File: config.mk
export PLATFORM = sky130hd
export DESIGN_NAME = serial_subtractor
export DESIGN_NICKNAME = d
export VERILOG_FILES = /design/src/rtl/serial_subtractor.sv
export SDC_FILE = /design/constraint.sdc
export NUM_CORES = 1
export LEC_CHECK = 0
export ABC_AREA = 0
export BUFFER_PORTS_ARGS = -buffer_cell sky130_fd_sc_hd__buf_4
export CORE_MARGIN = 4
export CORE_UTILIZATION = 25
export CTS_CLUSTER_DIAMETER = 150
export CTS_CLUSTER_SIZE = 40
export DETAILED_ROUTE_END_ITERATION = 8
export GPL_ROUTABILITY_DRIVEN = 0
export MAX_ROUTING_LAYER = met4
export PLACE_DENSITY = 0.46
export SETUP_SLACK_MARGIN = 0.02
export SLEW_MARGIN = 25
export SYNTH_ARGS = -nofsm -noshare
export SYNTH_HDL_FRONTEND = slang
export SYNTH_SLANG_ARGS = --single-unit
File: constraint.sdc
create_clock -name clk -period 3.4 [get_ports clk]
set_clock_uncertainty 0.2 [all_clocks]
set_input_delay 0.51 -clock clk [delete_from_list [all_inputs] [get_ports clk]]
set_output_delay 0.51 -clock clk [all_outputs]
set_load 0.05 [all_outputs]
File: src/rtl/serial_subtractor.sv
// Bit-serial subtractor: diff = a - b - bin, one bit per clock, LSB first.
// Ports: clk, rst_n (sync, active-low), start/a/b/bin in; busy/done/diff/bout/ovf out.
module serial_subtractor #(
  parameter int WIDTH = 4
) (
  input  logic             clk,
  input  logic             rst_n,
  input  logic             start,
  input  logic [WIDTH-1:0] a,
  input  logic [WIDTH-1:0] b,
  input  logic             bin,
  output logic             busy,
  output logic             done,
  output logic [WIDTH-1:0] diff,
  output logic             bout,
  output logic             ovf
);

  localparam int CW = $clog2(WIDTH);

  typedef enum logic [1:0] {
    S_IDLE,
    S_RUN,
    S_DONE
  } state_t;

  state_t           r_state;
  state_t           w_next;
  logic [WIDTH-1:0] r_a;
  logic [WIDTH-1:0] r_b;
  logic [WIDTH-1:0] r_res;
  logic             r_br;
  logic [CW-1:0]    r_cnt;

  logic             w_ai;
  logic             w_bi;
  logic             w_d;
  logic             w_brn;
  logic             w_last;
  logic             w_accept;
  logic [WIDTH-1:0] w_res_nx;

  assign w_ai     = r_a[0];
  assign w_bi     = r_b[0];
  assign w_d      = w_ai ^ w_bi ^ r_br;
  assign w_brn    = (~w_ai & w_bi)
                  | (~(w_ai ^ w_bi) & r_br);
  assign w_last   = (r_cnt == CW'(WIDTH - 1));
  assign w_res_nx = {w_d, r_res[WIDTH-1:1]};
  // A new request is taken in IDLE, or in DONE
  // for back-to-back operation; never in RUN.
  assign w_accept = start
                  & ((r_state == S_IDLE)
                  |  (r_state == S_DONE));

  always_ff @(posedge clk) begin
    if (!rst_n) r_state <= S_IDLE;
    else        r_state <= w_next;
  end

  always_comb begin
    w_next = r_state;
    unique case (r_state)
      S_IDLE:  if (start) w_next = S_RUN;
      S_RUN:   if (w_last) w_next = S_DONE;
      S_DONE:  w_next = start ? S_RUN : S_IDLE;
      default: w_next = S_IDLE;
    endcase
  end

  always_ff @(posedge clk) begin
    if (!rst_n) begin
      r_a   <= '0;
      r_b   <= '0;
      r_res <= '0;
      r_br  <= 1'b0;
      r_cnt <= '0;
      busy  <= 1'b0;
      done  <= 1'b0;
      diff  <= '0;
      bout  <= 1'b0;
      ovf   <= 1'b0;
    end else begin
      busy <= (w_next == S_RUN);
      done <= (w_next == S_DONE);
      if (w_accept) begin
        r_a   <= a;
        r_b   <= b;
        r_br  <= bin;
        r_res <= '0;
        r_cnt <= '0;
      end else if (r_state == S_RUN) begin
        r_a   <= r_a >> 1;
        r_b   <= r_b >> 1;
        r_br  <= w_brn;
        r_res <= w_res_nx;
        r_cnt <= r_cnt + CW'(1);
        // Final step: a_i/b_i are the operand
        // MSBs and w_d is the result MSB.
        if (w_last) begin
          diff <= w_res_nx;
          bout <= w_brn;
          ovf  <= (w_ai != w_bi)
                & (w_d != w_ai);
        end
      end
    end
  end

endmodule

==> results.sh <==
export IMPL_status="finished, final reports clean"
export IMPL_tightestPinTransition_ns=0.564
export IMPL_critPathLaunchType="flop"
export IMPL_cts_sinks=24
export IMPL_die_area_um2=4900
export IMPL_cp_num_buf_inv=1
export IMPL_synth_edff_count=0
export IMPL_post_route_period_util_pct=48.0
export IMPL_final_area_um2=1190
export IMPL_port_buffers=19
export IMPL_cts_root_buf="clkbuf_8"
export IMPL_routedWlPerCell_um=11.5
export IMPL_ys_ff_latch=24
export IMPL_antennaDiodeCount=0
export IMPL_fin_crit_ns=1.63
export IMPL_ys_types=26
export IMPL_nets=141
export IMPL_grtUsageTotal_pct=9.14
export IMPL_ioPinCount=20
export IMPL_power_total_mw=0.616
export IMPL_num_rows=22
export IMPL_finalHoldViolCount=0
export IMPL_async_flop_share_pct=0
export IMPL_drc=0
export IMPL_clkSlewWorstSetupHoldPaths_ns=0.09
export IMPL_vdd_ir_drop_worst_mv=0.282
export IMPL_numCtsBuffers=3
export IMPL_cts_hold_buf=0
export IMPL_drtPass1Iterations=6
export IMPL_dp_hpwl_um=1480
export IMPL_critPathRequiredTime_ns=3.37
export IMPL_drtIter0Drc=37
export IMPL_synth_top_area_share_pct=50.0
export IMPL_max_cap_viol_count=0
export IMPL_post_cts_resize_count=0
export IMPL_clkLatencyLatePin_ns=0.26
export IMPL_crit_path_end_kind="flop"
export IMPL_slew_headroom_pct=62.4
export IMPL_cts_buffer_depth=2
export IMPL_synth_most_common_cell="dfxtp_1"
export IMPL_synth_top_area_cell="dfxtp_1"
export IMPL_cpPeakStageDelay_ns=0.52
export IMPL_cts_max_level=1
export IMPL_core_area_um2=3690
export IMPL_cts_tree="done"
export IMPL_start_util_pct=26.1
export IMPL_grt_max_degree=19
export IMPL_synth_cell_area_um2=961
export IMPL_seq_area_frac_synth_pct=50.0
export IMPL_hold_path_class="flop to flop"
export IMPL_grt_pass1_vias=759
export IMPL_critPathMaxFanout=3
export IMPL_crit_family="adder cells"
export IMPL_post_cts_buffers=0
export IMPL_syn_instance_count=108
export IMPL_vias_per_cell=4.53
export IMPL_power_leakage_nw=0.453
export IMPL_antenna_found_initial=0
export IMPL_syn_area_per_cell_um2=8.90
export IMPL_grt_setup_unrepaired="no"
export IMPL_die_height_um=70.0
export IMPL_drt_wl_total_um=1990
export IMPL_fin_tns_setup_ns=0
export IMPL_grt_overflow_total=0
export IMPL_synth_common_cells="dfxtp_1, nand2_1, a21oi_1"
export IMPL_die_width_um=70.0
export IMPL_area_growth_pct=23.7
export IMPL_synthesis_nets=123
export IMPL_dpl_cell_area_um2=1120
export IMPL_slew_viol_final=0
export IMPL_synthTopCellsByArea="dfxtp_1, nand2_1, a21oi_1, nand3_1, ha_1"
export IMPL_synth_warning_count=0
export IMPL_grt_pass1_wl_um=3480
export IMPL_layout_drive_gt1_share_pct=19.2
export IMPL_crit_type="flop to flop"
export IMPL_drtAntennaViolNets=0
export IMPL_crit_slowest_cell="fa_1"
export IMPL_cellPowerDensity_nw_per_um2=518
export IMPL_crit_path_cell_trace="inv_1, fa_1, xnor2_1, o41ai_1"
export IMPL_fmax_mhz=613
export IMPL_critPathArrivalTime_ns=1.60
export IMPL_via_count=784
export IMPL_setup_viol=0
export IMPL_synth_ff_type="dfxtp_1"
==> power breakdown <==
| part | switching [mW] | internal, mW | total [mW] |
|---|---|---|---|
| clock network | 0.0877 | 0.157 | 0.245 |
| logic | 0.0399 | 0.0298 | 0.0697 |
| registers | 0.00795 | 0.293 | 0.301 |
| total | 0.136 | 0.480 | 0.616 |
==> state kept, by name (all words and copies together) (netlist names), 2 cells and up <==
| name | count |
|---|---|
| r_b | 4 |
| r_cnt | 2 |
| r_res | 3 |
| r_a | 4 |
| diff | 4 |
| r_state | 2 |
==> kinds of logic (layout without fill, tap and decap cells) <==
logic type               count (synthesis)  in the layout  share of synthesized area [%]
flip-flops                              24             24                           50.0
XOR/XNOR                                 2              2                           1.82
multiplexers                             1              1                           1.04
AND/OR/NAND/NOR                         42             42                           20.1
adder cells (fa/ha/maj)                  3              3                           4.69
buffers and inverters                   10             27                           6.38
AO/OA/AOI/OAI                           26             26                           16.0
==> cell usage in the layout, fill, tap and decap left out, drive strengths merged, types with 2 or more instances in the layout <==
cell    netlist  routed
dfxtp        24      24
nand2        20      20
buf           5      19
a21oi        13      13
nand3         9       9
nor2          5       5
inv           4       4
nor3          3       3
o21ai         3       3
a31oi         3       3
clkbuf        1       3
and2b         2       2
xnor2         2       2
nand2b        2       2
a22oi         2       2
ha            2       2
==> worst register-to-register path: stages, from the launching register on <==
cell and delay, ns:
dfxtp_1 0.38, inv_1 0.07, fa_1 0.52, xnor2_1 0.15, o41ai_1 0.22
==> per-stage QoR <==
step           util [%]  instances  hold slack (ns)  setup slack (ns)
5_1_grt            32.2        173            0.290              1.66
3_3_place_gp       30.3        169            0.244              1.79
2_1_floorplan         -        108            0.237              1.89
4_1_cts            32.2        173            0.262              1.76
6_report           32.2        173            0.257              1.77
3_5_place_dp       30.3        169            0.249              1.78
==> metal layers <==
| layer | vias up | global-route usage (%) | wire length, um |
|---|---|---|---|
| li1 | 401 | - | - |
| met1 | 356 | 11.6 | 930 |
| met2 | 25 | 13.4 | 915 |
| met3 | 2 | 3.17 | 111 |
| met4 | 0 | 3.19 | 30 |
| met5 | - | - | 0 |
==> layout make-up <==
class | instances | area (um2)
Clock buffer | 3 | 41.3
Inverter | 4 | 15.0
Sequential cell | 24 | 480
Timing Repair Buffer | 19 | 143
Multi-Input combinational cell | 74 | 419
Tap cell | 48 | 60.1
Clock inverter | 1 | 30.0
Fill cell | 413 | 2500
==> path summary, 6_finish.rpt <==
path	slack, ns	cells after the start	endpoint	start
max	1.77	4	ovf	r_b[0]
min	0.26	2	diff[3]	diff[3]
max reg2reg	1.77	4	ovf	r_b[0]
min reg2reg	0.26	2	diff[3]	diff[3]
Power figures use the tool's default switching activity.
